`config.mk`:
```
export PLATFORM = sky130hd
export DESIGN_NAME = an_encoder_seq
export DESIGN_NICKNAME = d
export VERILOG_FILES = /design/src/rtl/an_code_pkg.sv /design/src/rtl/an_shift_add_step.sv /design/src/rtl/an_encoder_seq.sv
export SDC_FILE = /design/constraint.sdc
export NUM_CORES = 1
export LEC_CHECK = 0
export CAP_MARGIN = 0
export CORE_MARGIN = 10
export CORE_UTILIZATION = 35
export CTS_BUF_LIST = sky130_fd_sc_hd__clkbuf_8
export CTS_CLUSTER_SIZE = 28
export DETAILED_ROUTE_END_ITERATION = 10
export DONT_BUFFER_PORTS = 1
export PLACE_DENSITY = 0.61
export SYNTH_ARGS = -nofsm -noshare
export SYNTH_HDL_FRONTEND = slang
export SYNTH_SLANG_ARGS = --single-unit
```
`constraint.sdc`:
```
create_clock -name clk -period 6.2 [get_ports clk]
set_clock_uncertainty 0.15 [all_clocks]
set_input_delay 1.24 -clock clk [delete_from_list [all_inputs] [get_ports clk]]
set_output_delay 1.24 -clock clk [all_outputs]
set_load 0.01 [all_outputs]
```
`src/rtl/an_code_pkg.sv`:
```
// Shared AN-code constants and encoder state type.
// Used by the encoder and by the remainder-based decoder blocks downstream.
package an_code_pkg;

    localparam int K  = 30;
    localparam int AW = 15;
    localparam int N  = K + AW;
    localparam int CW = $clog2(AW);

    // Bit AW-1 is set; (2^K-1)*A therefore fits in N bits without wrap.
    localparam logic [AW-1:0] A_CONST = AW'(18613);

    typedef enum logic [1:0] {
        IDLE = 2'd0,
        MUL  = 2'd1,
        DONE = 2'd2
    } enc_state_t;

    function automatic logic a_bit(input logic [CW-1:0] idx);
        return A_CONST[idx];
    endfunction

endpackage

```
`src/rtl/an_shift_add_step.sv`:
```
// One shift-add iteration: adds md<<cnt to acc when the selected bit of A is set.
module an_shift_add_step
    import an_code_pkg::*;
(
    input  logic [N-1:0]  acc,
    input  logic [N-1:0]  md,
    input  logic [CW-1:0] cnt,
    input  logic          abit,
    output logic [N-1:0]  next_acc
);

    logic [N-1:0] shifted;

    // Shift result is truncated to N bits; sum wraps modulo 2^N.
    assign shifted  = md << cnt;
    assign next_acc = abit ? (acc + shifted) : acc;

endmodule

```
`src/rtl/an_encoder_seq.sv`:
```
// Sequential AN-code encoder: out_code = in_data * A, one bit of A per MUL cycle.
// Valid/ready on both sides; a new word is taken only after the previous result left.
module an_encoder_seq
    import an_code_pkg::*;
(
    input  logic         clk,
    input  logic         rst,
    input  logic         in_valid,
    output logic         in_ready,
    input  logic [K-1:0] in_data,
    output logic         out_valid,
    input  logic         out_ready,
    output logic [N-1:0] out_code,
    output logic         busy
);

    localparam logic [CW-1:0] LAST_CNT = CW'(AW - 1);

    enc_state_t    state_reg, state_next;
    logic [N-1:0]  md_reg, md_next;
    logic [N-1:0]  acc_reg, acc_next;
    logic [CW-1:0] cnt_reg, cnt_next;
    logic [N-1:0]  code_reg, code_next;
    logic [N-1:0]  step_acc;

    an_shift_add_step u_step (
        .acc      (acc_reg),
        .md       (md_reg),
        .cnt      (cnt_reg),
        .abit     (a_bit(cnt_reg)),
        .next_acc (step_acc)
    );

    assign in_ready  = (state_reg == IDLE);
    assign out_valid = (state_reg == DONE);
    assign busy      = (state_reg != IDLE);
    assign out_code  = code_reg;

    always_comb begin
        state_next = state_reg;
        md_next    = md_reg;
        acc_next   = acc_reg;
        cnt_next   = cnt_reg;
        code_next  = code_reg;
        case (state_reg)
            IDLE: begin
                if (in_valid) begin
                    md_next    = N'(in_data);
                    acc_next   = '0;
                    cnt_next   = '0;
                    state_next = MUL;
                end
            end
            MUL: begin
                acc_next = step_acc;
                cnt_next = cnt_reg + CW'(1);
                // Result register is separate so out_code survives the next accept.
                if (cnt_reg == LAST_CNT) begin
                    code_next  = step_acc;
                    state_next = DONE;
                end
            end
            DONE: begin
                if (out_ready) begin
                    state_next = IDLE;
                end
            end
            default: begin
                state_next = IDLE;
            end
        endcase
    end

    always_ff @(posedge clk) begin
        if (rst) begin
            state_reg <= IDLE;
        end else begin
            state_reg <= state_next;
        end
    end

    always_ff @(posedge clk) begin
        if (rst) begin
            md_reg   <= '0;
            acc_reg  <= '0;
            cnt_reg  <= '0;
            code_reg <= '0;
        end else begin
            md_reg   <= md_next;
            acc_reg  <= acc_next;
            cnt_reg  <= cnt_next;
            code_reg <= code_next;
        end
    end

endmodule
```
==> flow_summary.yaml <==
critical_path:
  r2r-start: "cnt_reg[0]$_SDFFE_PP0P_"
  path_class: "reg -> reg"
  crit-reg2reg-capture: "acc_reg[36]$_SDFFE_PP0P_"
  cp.required_ns: 6.40
  crit_arrival_ns: 4.99
  startpoint: "cnt_reg[0]$_SDFFE_PP0P_"
  rrSetupSlack_ns: 1.41
  cp-start-kind: "flop"
  end_kind: "flop"
  crit_fanout: 40
  reg2reg_depth: 14
power:
  seqPwrFrac_pct: 43.0
  combPwrFrac_pct: 16.7
  power_per_cell_area_nw_per_um2: 210.4
  p_int_mw: 1.401
  p_leak_nw: 3.709
  clockPowerShare_pct: 40.3
  p_sw_mw: 0.6099
  peakVddDrop_uv: 107.7
  p_sw_share_pct: 30.33
drt:
  top_layer: "met4"
  drt_wl_total_um: 27640
  routed-wl-met2_um: 11920
  drtPass1Iterations: 6
  routed-wl-met3_um: 1844
  first_iter_violations: 631
  wl_per_cell_um: 19.38
  postRouteAntennaNets: 0
  routed-via-count: 8165
  via_per_inst: 5.726
  remaining_drc_errors: 0
  wl_met1_um: 13440
synthesis:
  syn_area_per_cell_um2: 7.856
  synth_area_leaders: "dfxtp_1, a21oi_1, ha_1"
  async_flop_share_pct: 0
  ys_seq_elements: 127
  yosysTopAreaCell: "dfxtp_1"
  netlist.area_leader.share_pct: 28.39
  syn-num-nets: 1221
  synth_top_cells_by_count: "nand2_1, a21oi_1, dfxtp_1"
  synthCells: 1140
  synth_enable_flop_cells: 0
  synth_area_um2: 8956
  yosysUniqueCellTypes: 71
  ys.warnings.count: 0
  synthMostInstantiatedCell: "nand2_1"
  yosysSeqAreaShare_pct: 28.39
  synth-main-ff-cell: "dfxtp_1"
floorplan:
  die_area_um2: 32390
  fp.dieH_um: 180.0
  initial_core_util_pct: 35.57
  ios: 82
  core_area_um2: 25180
  fp.dieW_um: 180.0
  placement_rows: 58
hold_path:
  min-delay-start: "md_reg[4]$_SDFFE_PP0P_"
  holdPathStages: 2
  hp-class: "reg -> reg"
  whs_endpoint: "md_reg[4]$_SDFFE_PP0P_"
timing:
  tightest_slew_ns: 1.053
  period_minus_slack_ns: 4.787
  clock.fmax_mhz: 208.9
  fin_crit_sh_pct: 77.20
  fin_tns_setup_ns: 0
  finalSetupViolCount: 0
  rsz0062_at_grt: "no"
  maxSlewViolCount: 0
  slew_headroom_pct: 29.53
  final-hold-violation-count: 0
  worst_slack_ns: 1.414
clocking:
  post_cts_buffers: 0
  h-tree-depth: 4
  cts_tree: "yes"
  clk_pin_slew_worst_paths_ns: 0.09
  hold_buffers: 0
  cts_buffers: 17
  cts_max_path_buffers: 2
  cts.sinks: 127
  worstSkewPairLatency_ns: 0.47
  cts_resized: 0
  cts_root_buf: "clkbuf_8"
run_status:
  status: "finished, final reports clean"
global_routing:
  grt_overflow_total: 0
  antenna_found_initial: 0
  grt_pass1_wl_um: 43610
  grt.total_usage_pct: 16.48
  grt_pass1_vias: 7590
  grt_max_degree: 90
final_layout:
  finalNetCount: 1164
  area_delta_synth_final_pct: 6.720
  n_fill_cell: 2561
  drive_gt1_share_pct: 9.215
  diodes: 0
placement:
  dpl.hpwl_um: 20340
  io_buffer_count: 0
  pre_cts_slack_ns: 1.463
  gp_congestion: 0.9673
run:
  maxCapViolCount: 0
-- worst max-delay path: stages, from the launching register on --
cell and delay, ns:
dfxtp_2 0.90, inv_1 0.39, o31a_1 0.42, a21oi_1 0.21, mux2i_1 0.16, ha_1 0.41, or3_1 0.39, a311o_1 0.32
a21oi_1 0.22, nor2_1 0.11, a21oi_2 0.23, nand2_1 0.18, a221oi_2 0.28, xor2_1 0.20, o21ai_0 0.10
-- logic make-up after synthesis --
group / Yosys count / share of synthesized area [%]
simple gates: 378 / 18.57
compound gates: 356 / 26.18
flops: 127 / 28.39
buf+inv: 109 / 4.764
mux: 83 / 11.54
fa+ha+maj: 47 / 6.650
xor+xnor: 40 / 3.912
-- cells in the final DEF (no fill, tap or decap), drive strengths merged, types with 11 or more instances in the layout --
master    n
a21oi   140
a21o     23
a31oi    20
nor3     29
nor2    117
clkbuf   18
xnor2    23
nand4    15
o21a     11
mux4     15
mux2i    56
a211oi   23
ha       46
inv      22
mux2     12
buf      14
xor2     17
nand3    27
dfxtp   127
nand2   145
a22o     16
o21ai    55
-- layer usage --
metal / global-route usage [%] / up-vias
li1: - / 4022
met1: 23.20 / 3872
met2: 24.54 / 239
met3: 3.574 / 32
met4: 4.797 / 0
met5: 0 / -
-- power groups by stage --
stage	clock, mW	combinational (mW)	sequential [mW]
finish	0.810	0.335	0.865
global route	0.856	0.368	0.870
CTS	0.827	0.332	0.865
detailed placement	0	0.330	0.885
global placement	0	0.331	0.883
floorplan	0	0.266	0.870
-- cell type report --
class	instances	area (um^2)	area share, %
Sequential cell	127	2546	26.64
Timing Repair Buffer	14	105.1	1.100
Tap cell	330	412.9	4.320
Multi-Input combinational cell	904	6000	62.77
Inverter	19	71.32	0.7462
Clock buffer	18	247.7	2.592
Clock inverter	14	175.2	1.833
-- worst max-delay path by stage --
stage	end	slack, ns	cells past startpoint
3_3_place_gp	out_code[41]$_SDFFE_PP0P_	1.47	14
5_1_grt	out_code[37]$_SDFFE_PP0P_	1.0	15
2_1_floorplan	out_code[39]$_SDFFE_PP0P_	1.88	17
6_report	acc_reg[36]$_SDFFE_PP0P_	1.41	14
4_1_cts	acc_reg[36]$_SDFFE_PP0P_	1.45	14
3_5_place_dp	acc_reg[36]$_SDFFE_PP0P_	1.46	14
-- metrics by stage --
step | cell area, um^2 | hold WS [ns] | cells | total power [mW] | utilization [%]
5_1_grt | 9558 | 0.3432 | 1426 | 2.094 | 37.96
3_5_place_dp | 9135 | 0.3115 | 1394 | 1.215 | 36.28
6_report | 9558 | 0.3204 | 1426 | 2.011 | 37.96
3_3_place_gp | 9135 | 0.3059 | 1394 | 1.214 | 36.28
2_1_floorplan | 8956 | 0.2913 | 1140 | 1.136 | -
4_1_cts | 9558 | 0.3222 | 1426 | 2.024 | 37.96
Note: power is estimated with default switching activity, not from simulation.
